===== src/rtl/mem_arb_pkg.sv =====
// Shared encodings and defaults for the two-port memory arbiter.
package mem_arb_pkg;

    typedef enum logic [1:0] {
        IDLE    = 2'd0,
        ACCESS  = 2'd1,
        CAPTURE = 2'd2
    } state_e;

    localparam logic PORT_A = 1'b0;
    localparam logic PORT_B = 1'b1;

    localparam int DEF_ADDR_W = 8;
    localparam int DEF_DATA_W = 8;

endpackage


===== src/rtl/rr_arbiter2.sv =====
// Two-way round-robin pick: a lone eligible port wins; on a tie the port
// that was not granted last wins.
module rr_arbiter2
    import mem_arb_pkg::*;
(
    input  logic a_elig_i,
    input  logic b_elig_i,
    input  logic last_i,
    output logic vld_o,
    output logic gnt_o
);

    // Pure combinational decision, no state held here.
    always_comb begin
        vld_o = a_elig_i | b_elig_i;
        gnt_o = PORT_A;
        if (a_elig_i && b_elig_i)
            gnt_o = (last_i == PORT_A) ? PORT_B : PORT_A;
        else if (b_elig_i)
            gnt_o = PORT_B;
    end

endmodule


===== src/rtl/memory_arbiter.sv =====
// Shares one synchronous single-port memory between two requesters.
// Each access walks IDLE -> ACCESS -> CAPTURE -> IDLE; the winner is acked
// in the first IDLE cycle, which is also when the other port can be granted.
module memory_arbiter
    import mem_arb_pkg::*;
#(
    parameter int ADDR_W = DEF_ADDR_W,
    parameter int DATA_W = DEF_DATA_W
) (
    input  logic              Clock,
    input  logic              Reset,
    input  logic              a_req,
    input  logic              a_wr,
    input  logic [ADDR_W-1:0] a_addr,
    input  logic [DATA_W-1:0] a_wdata,
    output logic              a_ack,
    output logic [DATA_W-1:0] a_rdata,
    input  logic              b_req,
    input  logic              b_wr,
    input  logic [ADDR_W-1:0] b_addr,
    input  logic [DATA_W-1:0] b_wdata,
    output logic              b_ack,
    output logic [DATA_W-1:0] b_rdata,
    output logic [ADDR_W-1:0] mem_address,
    output logic [DATA_W-1:0] mem_data,
    output logic              mem_wr,
    output logic              mem_cs,
    input  logic [DATA_W-1:0] mem_o,
    output logic              busy
);

    state_e              state_q, state_d;
    logic                last_q, gnt_q;
    logic [ADDR_W-1:0]   mem_addr_q;
    logic [DATA_W-1:0]   mem_data_q;
    logic                mem_wr_q, mem_cs_q;
    logic                a_ack_q, b_ack_q;
    logic [DATA_W-1:0]   a_rdata_q, b_rdata_q;

    logic                a_elig, b_elig, grant_vld, grant;
    logic                win_wr;
    logic [ADDR_W-1:0]   win_addr;
    logic [DATA_W-1:0]   win_data;

    // A port that is being acked this cycle has already been served.
    assign a_elig = (state_q == IDLE) && a_req && !a_ack_q;
    assign b_elig = (state_q == IDLE) && b_req && !b_ack_q;

    rr_arbiter2 u_rr (
        .a_elig_i (a_elig),
        .b_elig_i (b_elig),
        .last_i   (last_q),
        .vld_o    (grant_vld),
        .gnt_o    (grant)
    );

    // Select the winning requester's command fields.
    always_comb begin
        win_wr   = a_wr;
        win_addr = a_addr;
        win_data = a_wdata;
        if (grant == PORT_B) begin
            win_wr   = b_wr;
            win_addr = b_addr;
            win_data = b_wdata;
        end
    end

    // Next-state logic; ACCESS and CAPTURE are single fixed cycles.
    always_comb begin
        state_d = state_q;
        case (state_q)
            IDLE:    if (grant_vld) state_d = ACCESS;
            ACCESS:  state_d = CAPTURE;
            CAPTURE: state_d = IDLE;
            default: state_d = IDLE;
        endcase
    end

    // State register.
    always_ff @(posedge Clock or posedge Reset) begin
        if (Reset) state_q <= IDLE;
        else       state_q <= state_d;
    end

    // Memory command, grant bookkeeping, acks and read-data capture.
    always_ff @(posedge Clock or posedge Reset) begin
        if (Reset) begin
            last_q     <= PORT_B;
            gnt_q      <= PORT_A;
            mem_addr_q <= '0;
            mem_data_q <= '0;
            mem_wr_q   <= 1'b0;
            mem_cs_q   <= 1'b1;
            a_ack_q    <= 1'b0;
            b_ack_q    <= 1'b0;
            a_rdata_q  <= '0;
            b_rdata_q  <= '0;
        end else begin
            a_ack_q  <= 1'b0;
            b_ack_q  <= 1'b0;
            mem_cs_q <= 1'b1;
            case (state_q)
                IDLE: if (grant_vld) begin
                    gnt_q      <= grant;
                    last_q     <= grant;
                    mem_wr_q   <= win_wr;
                    mem_addr_q <= win_addr;
                    mem_data_q <= win_data;
                    mem_cs_q   <= 1'b0;
                end
                CAPTURE: begin
                    if (gnt_q == PORT_A) begin
                        a_ack_q <= 1'b1;
                        if (!mem_wr_q) a_rdata_q <= mem_o;
                    end else begin
                        b_ack_q <= 1'b1;
                        if (!mem_wr_q) b_rdata_q <= mem_o;
                    end
                end
                default: ;
            endcase
        end
    end

    assign mem_address = mem_addr_q;
    assign mem_data    = mem_data_q;
    assign mem_wr      = mem_wr_q;
    assign mem_cs      = mem_cs_q;
    assign a_ack       = a_ack_q;
    assign b_ack       = b_ack_q;
    assign a_rdata     = a_rdata_q;
    assign b_rdata     = b_rdata_q;
    assign busy        = (state_q != IDLE);

endmodule


===== config.mk =====
export PLATFORM = sky130hd
export DESIGN_NAME = memory_arbiter
export DESIGN_NICKNAME = d
export VERILOG_FILES = /design/src/rtl/mem_arb_pkg.sv /design/src/rtl/rr_arbiter2.sv /design/src/rtl/memory_arbiter.sv
export SDC_FILE = /design/constraint.sdc
export NUM_CORES = 1
export LEC_CHECK = 0
export CAP_MARGIN = 10
export CORE_MARGIN = 3
export CORE_UTILIZATION = 43
export CTS_CLUSTER_DIAMETER = 50
export DETAILED_ROUTE_END_ITERATION = 8
export PLACE_DENSITY = 0.86
export SLEW_MARGIN = 10
export SYNTH_ARGS = -nofsm -noshare
export SYNTH_HDL_FRONTEND = slang
export SYNTH_SLANG_ARGS = --single-unit

===== constraint.sdc =====
create_clock -name Clock -period 4.1 [get_ports Clock]
set_input_delay 0.82 -clock Clock [delete_from_list [all_inputs] [get_ports Clock]]
set_output_delay 0.82 -clock Clock [all_outputs]
set_load 0.01 [all_outputs]

After elaboration in Yosys (flattened, before gate mapping)

Cells that the tools add are included.

Register bits after elaboration: 40
Word-level logic and storage cells: 43
Output and inout bits: 37

Muxes and demuxes: 14
Equality and inequality tests: 3
Bitwise operators: 3
Reductions and logical operators: 12

Operators by type and width:

| cell                                          | count |
|---|---|
| two-way mux 8 bit                             | 2 |
| two-way mux 1 bit                             | 10 |
| AND reduction 3 bit                           | 2 |
| logical AND 1 bit                             | 5 |
| case mux 2 bit (2 select lines)               | 1 |
| == test 2 x 1 -> 1 bit, second input constant | 1 |
| == test 2 bit, second input constant          | 1 |
| logical NOT 1 bit                             | 2 |
| logical NOT 2 bit                             | 1 |
| two-way mux 2 bit                             | 1 |
| != test 2 bit, second input constant          | 1 |
| inverter 1 bit                                | 2 |
| AND reduction 2 bit                           | 1 |
| nonzero test 2 bit                            | 1 |
| OR 1 bit                                      | 1 |

Longest topological paths before layout

Depth in word-level cells: 6
Depth in mapped cells: 5

Hierarchy

Synthesis repeated with hierarchy kept, for this count alone.

Cell total of the unflattened synthesis: 110
Area, all modules: 1725.4 µm²

By module, submodules not included:

| module         | seq. area each (µm²) | cells an instance | area each (µm²) | instances |
|---|---|---|---|---|
| memory_arbiter | 1003.5               | 108               | 1711.6          | 1 |
| rr_arbiter2    | 0.0                  | 2                 | 13.8            | 1 |

Worst setup path before layout

Ideal clock, no wire load.

Path type: input to register
Start point: input a_req
End point: register mem_addr_q[0], in the netlist mem_address[0]
Data arrival time: 1.686 ns
Stages on the path: 5
Setup slack: 2.289 ns
Library setup time: 0.126 ns
Path through: inv_1 > o31a_1 > buf_6 > buf_6 > a221o_1

Longest elaborated chain between the ends: 5

Ends and longest elaborated chain:

| element                          | RTL line              | text |
|---|---|---|
| start: declaration               | memory_arbiter.sv:12  | `input logic a_req,` |
| logical AND 1 bit * (2 in a row) | memory_arbiter.sv:46  | `assign a_elig = (state_q == IDLE) && a_req && !a_ack_q;` |
| logical AND 1 bit                | rr_arbiter2.sv:17     | `if (a_elig_i && b_elig_i)` |
| two-way mux 1 bit                | rr_arbiter2.sv:17     |  |
| two-way mux 8 bit                | memory_arbiter.sv:62  | `if (grant == PORT_B) begin` |
| end signal: assignment           | memory_arbiter.sv:108 | `mem_addr_q <= win_addr;` |
| end: declaration                 | memory_arbiter.sv:34  | `logic [ADDR_W-1:0] mem_addr_q;` |

Mark *: on every way between the ends. The rest lies on a longest branch, timed or not.
A chain may end at the register's enable or synchronous reset.

Worst setup path after layout

Start point: input b_req
End point: register mem_data_q[6], in the netlist mem_data[6]

Longest elaborated chain between the ends: 5

Ends and longest elaborated chain:

| element                                                       | RTL line                             | text |
|---|---|---|
| start: declaration                                            | memory_arbiter.sv:18                 | `input logic b_req,` |
| logical AND 1 bit * (2 in a row)                              | memory_arbiter.sv:47                 | `assign b_elig = (state_q == IDLE) && b_req && !b_ack_q;` |
| two-way mux 1 bit / logical AND 1 bit (equally long branches) | rr_arbiter2.sv:19, rr_arbiter2.sv:17 |  |
| two-way mux 1 bit                                             | rr_arbiter2.sv:17                    |  |
| two-way mux 8 bit                                             | memory_arbiter.sv:62                 |  |
| end signal: assignment                                        | memory_arbiter.sv:109                | `mem_data_q <= win_data;` |
| end: declaration                                              | memory_arbiter.sv:35                 | `logic [DATA_W-1:0] mem_data_q;` |

Marked as above.

==> summary.md <==
| Metric | Value |
|---|---|
| Crit-path max FO | `21` |
| Reg-to-reg startpoint | `state_q[1]` |
| WP data arrival | `2.67 ns` |
| # diodes | `0` |
| Cell variety after synth | `21` |
| Number of global-route vias before repair | `1457` |
| Hold Path Origin | `a_rdata[2]` |
| Initial antenna violation count | `0` |
| Placer congestion estimate | `0.743` |
| # setup viols final | `0` |
| Post-synthesis average cell area | `14.5 µm²` |
| DP HPWL | `3.30 mm` |
| Final Core Density | `70.1%` |
| Pin count of the biggest net entering global routing | `30` |
| CP endpoint | `mem_data[6]` |
| Setup TNS | `0 ns` |
| CTS tree | `built` |
| Post-synth top area share | `54.8%` |
| Power, Total | `1.94 mW` |
| Synth Warn # | `0` |
| Clock root cell | `clkbuf_8` |
| Synth cell count leaders | `dfrtp_1 (38), a221o_1 (17), nor3b_1 (17), mux2_2 (16), inv_1 (6)` |
| R2R depth | `4` |
| Final worst-path cycle share | `59.7%` |
| Fin crit period | `2.45 ns` |
| Cell Rows | `22` |
| Clock network fraction of design power | `13.5%` |
| Max Cap Viol | `0` |
| Power density cells | `732 nW/µm²` |
| Die area | `4830 µm²` |
| Hold WS | `0.510 ns` |
| Kind of critical path | `in2reg` |
| Fin. Hold Viols | `0` |
| Post-synth EDFFs | `0` |
| Vias | `1359` |
| Slew Limit Fails | `0` |
| Core area | `3770 µm²` |
| Synth Net Count | `166` |
| FFs w/ async S/R, synth | `100%` |
| Final #Nets | `250` |
| ANT nets after route | `0` |
| Clock slew at reported path FFs | `0.07 ns` |
| Area grow syn2layout | `52.5%` |
| GRT overflow | `0` |
| Post-synth top area cell | `dfrtp_1` |
| Placed inst area | `2550 µm²` |
| Drt wl/cell | `17.2 µm` |
| Number of gates resized after CTS | `0` |
| Max transition margin | `29.9%` |
| Clock buffer count from CTS | `5` |
| Effective utilization at floorplan | `46.0%` |
| Critical Path Source | `b_req` |
| DR pass1 iterations | `4` |
| Most common cell in the netlist | `dfrtp_1` |
| Clk_skew | `0.00506 ns` |
| Global-route wire length before repair | `7.02 mm` |
| Int Power | `1.30 mW` |
| Synth area leaders | `dfrtp_1 (55%), mux2_2 (10%), a221o_1 (9.8%)` |
| GRT Util Overall | `18.4%` |
| Nature of the critical path startpoint | `primary input` |
| Post-Route WL | `4.35 mm` |
| FF-to-FF setup slack | `2.11 ns` |
| Worst Path Required | `4.32 ns` |
| Slew @ Worst Pin | `1.05 ns` |
| Mapped Cells | `120` |
| DIE HEIGHT | `69.5 µm` |
| Hold Crit Class | `reg2reg` |
| Register area share after synthesis | `57.9%` |
| Post-CTS Setup Repair Bufs | `0` |
| VDD IR max | `0.348 mV` |
| CTS max path bufs | `2` |
| Reg2reg end | `mem_data[6]` |
| WHS Path Cells | `1` |
| Residual DRC count | `0` |
| Lkg Pwr | `1.10 nW` |
| Die width | `69.5 µm` |
| Share of layout cells above drive strength 1 | `16.1%` |
| FILL cells | `240` |
| I/O pins | `83` |
| Max Freq | `0.409 GHz` |
| Port Buffers | `82` |
| # hold bufs at CTS | `0` |
| Main synth FF type | `dfrtp_1` |
| FF+latch count, synth | `40` |
| Sw Pwr | `636 µW` |
| Reg power frac | `37.5%` |
| CP Capture Type | `flop` |
| Clk_lat worst skew | `0.29 ns` |
| Initial detailed-routing violation count | `49` |
| Design area | `2650 µm²` |
| CTS H-Tree Depth | `2` |
| Synth Cell Area | `1730 µm²` |
| RSZ-0062 raised after global routing | `no` |
| Comb pwr share | `49.0%` |
| Run status | `completed` |
| Post-DR vias/cell | `5.37` |
| Clock sinks | `40` |
| Switching Fraction | `32.8%` |
| Multi-input gate area | `626 µm²` |
| Register Area | `1000 µm²` |
==> logic make-up after synthesis <==
family	synth area share, %
simple gates	14.1
flops	57.9
compound gates	11.1
mux	10.4
buf+inv	6.57
==> state kept, by name, summed over array words and instances (netlist names) <==
register     cells
a_ack            1
a_rdata          8
b_ack            1
b_rdata          8
gnt_q            1
last_q           1
mem_address      8
mem_cs           1
mem_data         8
mem_wr           1
state_q          2
==> worst min path at each step <==
stage / end / slack, ns
6_report: a_rdata[2] / 0.51
5_1_grt: a_rdata[2] / 0.52
4_1_cts: b_rdata[6] / 0.51
3_5_place_dp: b_rdata[6] / 0.49
3_3_place_gp: b_rdata[7] / 0.49
2_1_floorplan: last_q / 0.50
==> cells in the final DEF, fill, tap and decap left out, drive strengths merged <==
cell,count
a221o,17
and2b,1
buf,3
clkbuf,8
clkdlybuf4s50,82
dfrtp,38
dfstp,2
inv,6
mux2,16
nand2,1
nand2b,1
nor2,4
nor3,2
nor3b,17
nor4b,2
o21ai,1
o31a,2
or2,2
==> final cells by class <==
| class | instances | share of cell area [%] |
|---|---|---|
| clock buffers | 8 | 3.41 |
| inverters | 6 | 0.851 |
| multi-input cells | 66 | 23.7 |
| flip-flops and latches | 40 | 37.9 |
| well taps | 48 | 2.27 |
| repair buffers | 85 | 31.9 |
==> critical path, cell delays in order <==
cell	delay [ns]
clkdlybuf4s50_1	0.49
nor4b_4	0.19
buf_4	0.28
o31a_1	0.60
a221o_1	0.28
==> metrics by stage <==
step,worst slack (ns),instances
global route,1.56,253
global placement,1.47,245
floorplan,2.29,120
CTS,1.66,253
finish,1.65,253
detailed placement,1.36,245
==> power groups by stage <==
stage	Clock (mW)	Combinational (mW)	Sequential (mW)
after floorplan	0	0.444	0.785
after global placement	0	0.923	0.717
after detailed placement	0	0.958	0.729
after CTS	0.265	0.960	0.725
after global routing	0.284	1.01	0.750
final	0.262	0.950	0.725
==> metal layers <==
layer	track usage, %	share of wire, %
met1	20.6	36
met2	33.1	55
met3	3.62	5.8
met4	8.89	2.3
met5	0	0
Power figures use the tool's default switching activity.
